<file path="src/rtl/ibex_multdiv_iter_if.sv">
// +----------------------------------------------------------------------------+
// | ibex_multdiv_iter_if                                                       |
// | Request/result handshake bundle between ID/EX and the iterative multdiv.   |
// | Revision: 1.0                                                              |
// +----------------------------------------------------------------------------+
`default_nettype none

interface ibex_multdiv_iter_if #(
  parameter int unsigned WIDTH = 32
) ();
  logic             valid_i;
  logic             ready_o;
  logic [1:0]       operator_i;
  logic [1:0]       signed_mode_i;
  logic [WIDTH-1:0] op_a_i;
  logic [WIDTH-1:0] op_b_i;
  logic             kill_i;
  logic             valid_o;
  logic             ready_i;
  logic [WIDTH-1:0] result_o;

  modport master (
    output valid_i, operator_i, signed_mode_i, op_a_i, op_b_i, kill_i, ready_i,
    input  ready_o, valid_o, result_o
  );

  modport slave (
    input  valid_i, operator_i, signed_mode_i, op_a_i, op_b_i, kill_i, ready_i,
    output ready_o, valid_o, result_o
  );
endinterface

`default_nettype wire

</file>
<file path="src/rtl/ibex_multdiv_iter.sv">
// +----------------------------------------------------------------------------+
// | ibex_multdiv_iter                                                          |
// | Iterative shift-add multiplier / restoring divider, one step per cycle.    |
// | Define MULTDIV_ZERO_EXIT_EN to finish DIV/REM by zero straight from IDLE.  |
// | Revision: 1.0                                                              |
// +----------------------------------------------------------------------------+
`default_nettype none

module ibex_multdiv_iter #(
  parameter int unsigned WIDTH = 32
) (
  input  wire                clk_i,
  input  wire                rst_ni,
  ibex_multdiv_iter_if.slave bus
);

  localparam int unsigned CW = $clog2(WIDTH);

  localparam logic [2:0] S_IDLE = 3'd0;
  localparam logic [2:0] S_ABS  = 3'd1;
  localparam logic [2:0] S_COMP = 3'd2;
  localparam logic [2:0] S_FIX  = 3'd3;
  localparam logic [2:0] S_DONE = 3'd4;

  localparam logic [1:0] OP_MULL = 2'd0;
  localparam logic [1:0] OP_MULH = 2'd1;
  localparam logic [1:0] OP_DIV  = 2'd2;
  localparam logic [1:0] OP_REM  = 2'd3;

  logic [2:0]         state_q, state_d;
  logic [1:0]         op_q, op_d;
  logic               sign_a_q, sign_a_d;
  logic               sign_b_q, sign_b_d;
  logic               div_zero_q, div_zero_d;
  logic [WIDTH-1:0]   a_q, a_d;
  logic [WIDTH-1:0]   b_q, b_d;
  logic [2*WIDTH-1:0] acc_q, acc_d;
  logic [CW-1:0]      cnt_q, cnt_d;
  logic [WIDTH-1:0]   result_q, result_d;

  logic               is_mul;
  logic [WIDTH-1:0]   abs_a, abs_b;
  logic [WIDTH:0]     add_x, add_y, add_sum;
  logic               add_cin;
  logic [2*WIDTH-1:0] acc_neg;
  logic [WIDTH-1:0]   rem_neg;

  assign is_mul  = ~op_q[1];
  assign abs_a   = sign_a_q ? -a_q : a_q;
  assign abs_b   = sign_b_q ? -b_q : b_q;
  assign acc_neg = -acc_q;
  assign rem_neg = -acc_q[2*WIDTH-1:WIDTH];

  // Shared step adder: multiply adds |a| to the upper half, divide forms
  // (shifted remainder - divisor) whose MSB flags a negative difference.
  always_comb begin
    if (is_mul) begin
      add_x   = {1'b0, acc_q[2*WIDTH-1:WIDTH]};
      add_y   = {1'b0, a_q};
      add_cin = 1'b0;
    end else begin
      add_x   = {acc_q[2*WIDTH-1:WIDTH], acc_q[WIDTH-1]};
      add_y   = ~{1'b0, b_q};
      add_cin = 1'b1;
    end
    add_sum = add_x + add_y + {{WIDTH{1'b0}}, add_cin};
  end

  always_comb begin
    state_d    = state_q;
    op_d       = op_q;
    sign_a_d   = sign_a_q;
    sign_b_d   = sign_b_q;
    div_zero_d = div_zero_q;
    a_d        = a_q;
    b_d        = b_q;
    acc_d      = acc_q;
    cnt_d      = cnt_q;
    result_d   = result_q;

    case (state_q)
      S_IDLE: begin
        if (bus.valid_i && !bus.kill_i) begin
          op_d       = bus.operator_i;
          sign_a_d   = bus.op_a_i[WIDTH-1] & bus.signed_mode_i[0];
          sign_b_d   = bus.op_b_i[WIDTH-1] & bus.signed_mode_i[1];
          a_d        = bus.op_a_i;
          b_d        = bus.op_b_i;
          div_zero_d = (bus.op_b_i == '0);
          state_d    = S_ABS;
`ifdef MULTDIV_ZERO_EXIT_EN
          if (bus.operator_i[1] && (bus.op_b_i == '0)) begin
            result_d = bus.operator_i[0] ? bus.op_a_i : '1;
            state_d  = S_DONE;
          end
`endif
        end
      end

      S_ABS: begin
        a_d     = abs_a;
        b_d     = abs_b;
        acc_d   = is_mul ? {{WIDTH{1'b0}}, abs_b} : {{WIDTH{1'b0}}, abs_a};
        cnt_d   = CW'(WIDTH - 1);
        state_d = S_COMP;
      end

      S_COMP: begin
        if (is_mul) begin
          acc_d = acc_q[0] ? {add_sum, acc_q[WIDTH-1:1]}
                           : {1'b0, acc_q[2*WIDTH-1:1]};
        end else if (!add_sum[WIDTH]) begin
          acc_d = {add_sum[WIDTH-1:0], acc_q[WIDTH-2:0], 1'b1};
        end else begin
          acc_d = {acc_q[2*WIDTH-2:0], 1'b0};
        end
        if (cnt_q == '0) begin
          state_d = S_FIX;
        end else begin
          cnt_d = cnt_q - CW'(1);
        end
      end

      S_FIX: begin
        case (op_q)
          OP_MULL: result_d = (sign_a_q ^ sign_b_q) ? acc_neg[WIDTH-1:0] : acc_q[WIDTH-1:0];
          OP_MULH: result_d = (sign_a_q ^ sign_b_q) ? acc_neg[2*WIDTH-1:WIDTH]
                                                   : acc_q[2*WIDTH-1:WIDTH];
          // A zero divisor already yields all-ones, which must not be negated.
          OP_DIV:  result_d = (sign_a_q ^ sign_b_q) && !div_zero_q ? acc_neg[WIDTH-1:0]
                                                                   : acc_q[WIDTH-1:0];
          OP_REM:  result_d = sign_a_q ? rem_neg : acc_q[2*WIDTH-1:WIDTH];
          default: result_d = '0;
        endcase
        state_d = S_DONE;
      end

      S_DONE: begin
        if (bus.ready_i) begin
          state_d  = S_IDLE;
          result_d = '0;
        end
      end

      default: begin
        state_d  = S_IDLE;
        result_d = '0;
      end
    endcase

    if ((state_q != S_IDLE) && bus.kill_i) begin
      state_d  = S_IDLE;
      result_d = '0;
    end
  end

  always_ff @(posedge clk_i) begin
    if (!rst_ni) begin
      state_q    <= S_IDLE;
      op_q       <= OP_MULL;
      sign_a_q   <= 1'b0;
      sign_b_q   <= 1'b0;
      div_zero_q <= 1'b0;
      a_q        <= '0;
      b_q        <= '0;
      acc_q      <= '0;
      cnt_q      <= '0;
      result_q   <= '0;
    end else begin
      state_q    <= state_d;
      op_q       <= op_d;
      sign_a_q   <= sign_a_d;
      sign_b_q   <= sign_b_d;
      div_zero_q <= div_zero_d;
      a_q        <= a_d;
      b_q        <= b_d;
      acc_q      <= acc_d;
      cnt_q      <= cnt_d;
      result_q   <= result_d;
    end
  end

  assign bus.ready_o  = (state_q == S_IDLE);
  assign bus.valid_o  = (state_q == S_DONE);
  assign bus.result_o = result_q;

endmodule

`default_nettype wire

</file>
<file path="src/flat_wrapper.sv">
// flat-port wrapper written by rule: the top's interface ports become plain ports
module ibex_multdiv_iter_flat 
#(
  parameter int unsigned WIDTH = 32
)
  (clk_i, rst_ni, bus_valid_i, bus_operator_i, bus_signed_mode_i, bus_op_a_i, bus_op_b_i, bus_kill_i, bus_ready_i, bus_ready_o, bus_valid_o, bus_result_o);
  ibex_multdiv_iter_if #(.WIDTH(WIDTH)) bus_i ();
  input  wire clk_i;
  input  wire rst_ni;
  input wire logic [$bits(bus_i.valid_i)-1:0] bus_valid_i;
  input wire logic [$bits(bus_i.operator_i)-1:0] bus_operator_i;
  input wire logic [$bits(bus_i.signed_mode_i)-1:0] bus_signed_mode_i;
  input wire logic [$bits(bus_i.op_a_i)-1:0] bus_op_a_i;
  input wire logic [$bits(bus_i.op_b_i)-1:0] bus_op_b_i;
  input wire logic [$bits(bus_i.kill_i)-1:0] bus_kill_i;
  input wire logic [$bits(bus_i.ready_i)-1:0] bus_ready_i;
  output wire logic [$bits(bus_i.ready_o)-1:0] bus_ready_o;
  output wire logic [$bits(bus_i.valid_o)-1:0] bus_valid_o;
  output wire logic [$bits(bus_i.result_o)-1:0] bus_result_o;
  assign bus_i.valid_i = bus_valid_i;
  assign bus_i.operator_i = bus_operator_i;
  assign bus_i.signed_mode_i = bus_signed_mode_i;
  assign bus_i.op_a_i = bus_op_a_i;
  assign bus_i.op_b_i = bus_op_b_i;
  assign bus_i.kill_i = bus_kill_i;
  assign bus_i.ready_i = bus_ready_i;
  assign bus_ready_o = bus_i.ready_o;
  assign bus_valid_o = bus_i.valid_o;
  assign bus_result_o = bus_i.result_o;
  ibex_multdiv_iter #(.WIDTH(WIDTH)) u_core (.clk_i(clk_i), .rst_ni(rst_ni), .bus(bus_i));
endmodule
</file>
<file path="config.mk">
export PLATFORM = sky130hd
export DESIGN_NAME = ibex_multdiv_iter_flat
export DESIGN_NICKNAME = d
export VERILOG_FILES = /design/src/rtl/ibex_multdiv_iter_if.sv /design/src/rtl/ibex_multdiv_iter.sv /design/src/flat_wrapper.sv
export SDC_FILE = /design/constraint.sdc
export NUM_CORES = 1
export LEC_CHECK = 0
export ABC_AREA = 1
export CORE_MARGIN = 2
export CORE_UTILIZATION = 30
export CTS_BUF_LIST = sky130_fd_sc_hd__clkbuf_8
export DETAILED_ROUTE_END_ITERATION = 6
export DONT_BUFFER_PORTS = 1
export HOLD_SLACK_MARGIN = 0.08
export PLACE_DENSITY = 0.55
export SLEW_MARGIN = 25
export SYNTH_ARGS = -nofsm -noshare
export SYNTH_HDL_FRONTEND = slang
export SYNTH_SLANG_ARGS = --single-unit
export TNS_END_PERCENT = 20
</file>
<file path="constraint.sdc">
create_clock -name clk_i -period 8.5 [get_ports clk_i]
set_input_delay 1.275 -clock clk_i [delete_from_list [all_inputs] [get_ports clk_i]]
set_output_delay 1.275 -clock clk_i [all_outputs]
set_load 0.01 [all_outputs]
</file>
==> metrics.md <==
| Metric | Value |
|---|---|
| Final setup violation count | `0` |
| Die area | `62300 um2` |
| CTS Sinks | `173` |
| Max cap viols | `0` |
| Core area | `60000 um2` |
| Layout Nets | `3294` |
| Routed wire length | `84200 um` |
| WP data required | `8.97 ns` |
| Postcts setup bufs | `0` |
| I/O pins | `107` |
| Commonest non-fill, non-tap cell in the layout | `nand2_1` |
| Non-Filler Instances | `3978` |
| Vias in the first global route | `19.2k` |
| DRC | `0` |
| Number of core rows | `90` |
| Initial antenna violation count | `4` |
| Largest net degree at the start of global routing | `103` |
| First-pass GRT wire length | `125000 um` |
| Worst Tran Pin Value | `1.02 ns` |
| Resized Gates After CTS | `0` |
| Via count | `21.6k` |
| Sequential area share after synthesis | `0.191` |
| PortBufs | `0` |
| WL per Instance | `21.2 um` |
| Max transition margin | `0.320` |
| Synth warnings | `0` |
| Maximum VDD drop | `0.177 mV` |
| Initial Util | `0.301` |
| Worst setup SP type | `flop` |
| RePlAce Congestion | `1.01` |
| Final hold viol count | `0` |
| Total grt overflow | `0` |
| Area growth syn-to-layout | `4.55%` |
| Netlist cell types | `52` |
| Dominant synthesized flop cell | `dfxtp_1` |
| Setup_tns | `0 ns` |
| Via density | `5.43` |
| Status | `complete, no violations` |
| TritonCTS clock tree | `built` |
| CP Data Arrival Time | `5.25 ns` |
| Pre-Repair DR Iteration Count | `6` |
| Worst-path maximum fanout | `102` |
| Synthesized area | `18100 um2` |
| Crit share post-route | `0.562` |
| Grt peak-use layer | `met2` |
| Root buffer cell | `clkbuf_8` |
| Iter 0 DRT Violations | `2615` |
| Chip width | `250 um` |
| Total GRT Usage | `0.265` |
| Fmax | `209 MHz` |
| #FFs+latches synth | `173` |
| Met1 GRT Util | `0.363` |
| CTS clk-pin slew, worst paths | `0.12 ns` |
| Clk_lat worst skew | `0.63 ns` |
| Max H-tree Level | `4` |
| Synth Net Count | `3428` |
| LEAKAGE | `8.36 nW` |
| Average cell area after synthesis | `5.46 um2` |
| Max-slew violations | `0` |
| RSZ-0062 raised after global routing | `no` |
| Worst hold path class | `reg -> reg` |
| CTS buffer count | `17` |
| Power density over cell area | `305 nW/um2` |
| DP Wirelength | `64700 um` |
| Layout Skew | `0.0302 ns` |
| Fillcell total | `6984` |
| GR Util met2 | `0.399` |
| Post-synth EDFFs | `0` |
| Crit path capture type | `flop` |
| Async set or reset register ratio after synthesis | `0` |
| Die Y | `250 um` |
| Min Tclk post-route | `4.78 ns` |
| Placed insts | `3945` |
| CTS Buffer Depth | `2` |
| GRT met3 Usage | `0.0656` |
| Cells after Synth | `3316` |
| CP Class | `reg -> reg` |
| Most used cells in the layout excluding fill and tap cells | `nand2_1, inv_1, nor2_1, nand3_1, a21oi_1` |
| Post-route ant nets | `0` |
| Share of post-route cells with drive strength above 1 | `0.0495` |
| CTS Hold Buffers Added | `0` |
-- state kept, by name, summed over array words and instances, names as in the netlist --
name,cells
u_core.div_zero_q,1
u_core.a_q,32
u_core.sign_b_q,1
u_core.sign_a_q,1
u_core.bus.result_o,32
u_core.state_q,3
u_core.op_q,2
u_core.acc_q,64
u_core.cnt_q,5
u_core.b_q,32
-- worst paths after layout --
path / start / to / slack (ns) / cells past startpoint
worst max-delay path: u_core.op_q[1] / u_core.acc_q[49] / 3.72 / 18
worst min-delay path: u_core.cnt_q[3] / u_core.cnt_q[3] / 0.50 / 2
worst max register to register: u_core.op_q[1] / u_core.acc_q[49] / 3.72 / 18
worst min register to register: u_core.cnt_q[3] / u_core.cnt_q[3] / 0.50 / 2
-- cells in the mapped netlist (2+ instances only) --
master    number  area (um2)
o21bai_1       5        37.5
buf_1         17        63.8
xor2_1        77         674
fa_1           2        40.0
nor4_1         9        56.3
nand4_1       32         200
nor3b_1        2        15.0
nor2_4         4        45.0
xnor2_1        3        26.3
a221oi_1      17         149
inv_2         14        52.6
clkbuf_1     112         420
nand3b_1       4        30.0
ha_1          37         463
buf_6          4        45.0
clkinv_1       4        15.0
buf_2         42         210
nand2_1     1100        4130
a21o_1         2        15.0
nand3_1      286        1430
or2_2         12        75.1
o21a_1        11        82.6
o31ai_1        3        22.5
inv_1        335        1260
a31oi_1       30         188
nor2_2        14        87.6
o211ai_1      35         263
dfxtp_1      173        3460
nor3_1        32         160
and2_1         5        31.3
nand2_4        3        33.8
o22ai_1       19         119
a21oi_1      254        1270
o21ai_0      213        1070
o21ai_1       12        60.1
a21oi_2       27         236
nor2_1       328        1230
a211oi_1      10        75.1
nand2_2       14        87.6
-- stage by stage --
step           hold WS [ns]  setup slack, ns  area, um2  power (mW)   util
2_1_floorplan         0.458             5.11      18100        3.76      -
3_3_place_gp          0.490             3.88      18500        4.97  0.308
3_5_place_dp          0.486             3.79      18500        4.95  0.308
4_1_cts               0.505             3.75      18900        5.63  0.315
5_1_grt               0.536             3.35      18900        6.16  0.315
6_report              0.500             3.72      18900        5.77  0.315
-- layout make-up --
| type | instances | area (um2) | share of cell area |
|---|---|---|---|
| diodes | 1 | 2.50 | 0.000132 |
| clock buffers | 17 | 234 | 0.0124 |
| clock inverters | 15 | 175 | 0.00926 |
| inverters | 353 | 1330 | 0.0703 |
| multi-input cells | 2612 | 12500 | 0.663 |
| flip-flops and latches | 173 | 3470 | 0.183 |
| well taps | 782 | 978 | 0.0517 |
| repair buffers | 25 | 188 | 0.00992 |
-- worst max-delay path, stage by stage, from the launching register on --
cell and delay [ns]:
dfxtp_4 0.50, buf_4 0.64, buf_4 0.85, o21ai_0 0.43
ha_1 0.46, nand2_1 0.16, inv_1 0.05, nand2_1 0.06
nand2_1 0.08, nand2_1 0.07, nand2_1 0.09, a21oi_4 0.22
nand2_4 0.09, nand2_2 0.07, nand2_2 0.34, nand2_1 0.19
nand3_1 0.09, nand2_1 0.11, a21oi_2 0.05
-- where the power goes --
part           leakage [nW]  internal, mW  switching, mW  total [mW]
sequential             1.41         0.922          0.197        1.12
clock                 0.205         0.247          0.415       0.662
combinational          6.75          1.06           2.93        3.99
total                  8.36          2.23           3.54        5.77
-- layer usage --
layer | vias up | routed length (um)
met3 | 155 | 9040
met1 | 9923 | 36200
met5 | - | 40
li1 | 10468 | -
met2 | 1031 | 35700
met4 | 6 | 3210
-- cells by family after synthesis --
group,after synthesis,synth area share
buffers and inverters,531,0.116
adders and majority gates,39,0.0278
and+or+nand+nor,1852,0.426
DFF,173,0.191
xor gates and xnor gates,80,0.0387
AOI/OAI and AO/OA,641,0.200
No activity file was read; power rests on OpenSTA's default activity.
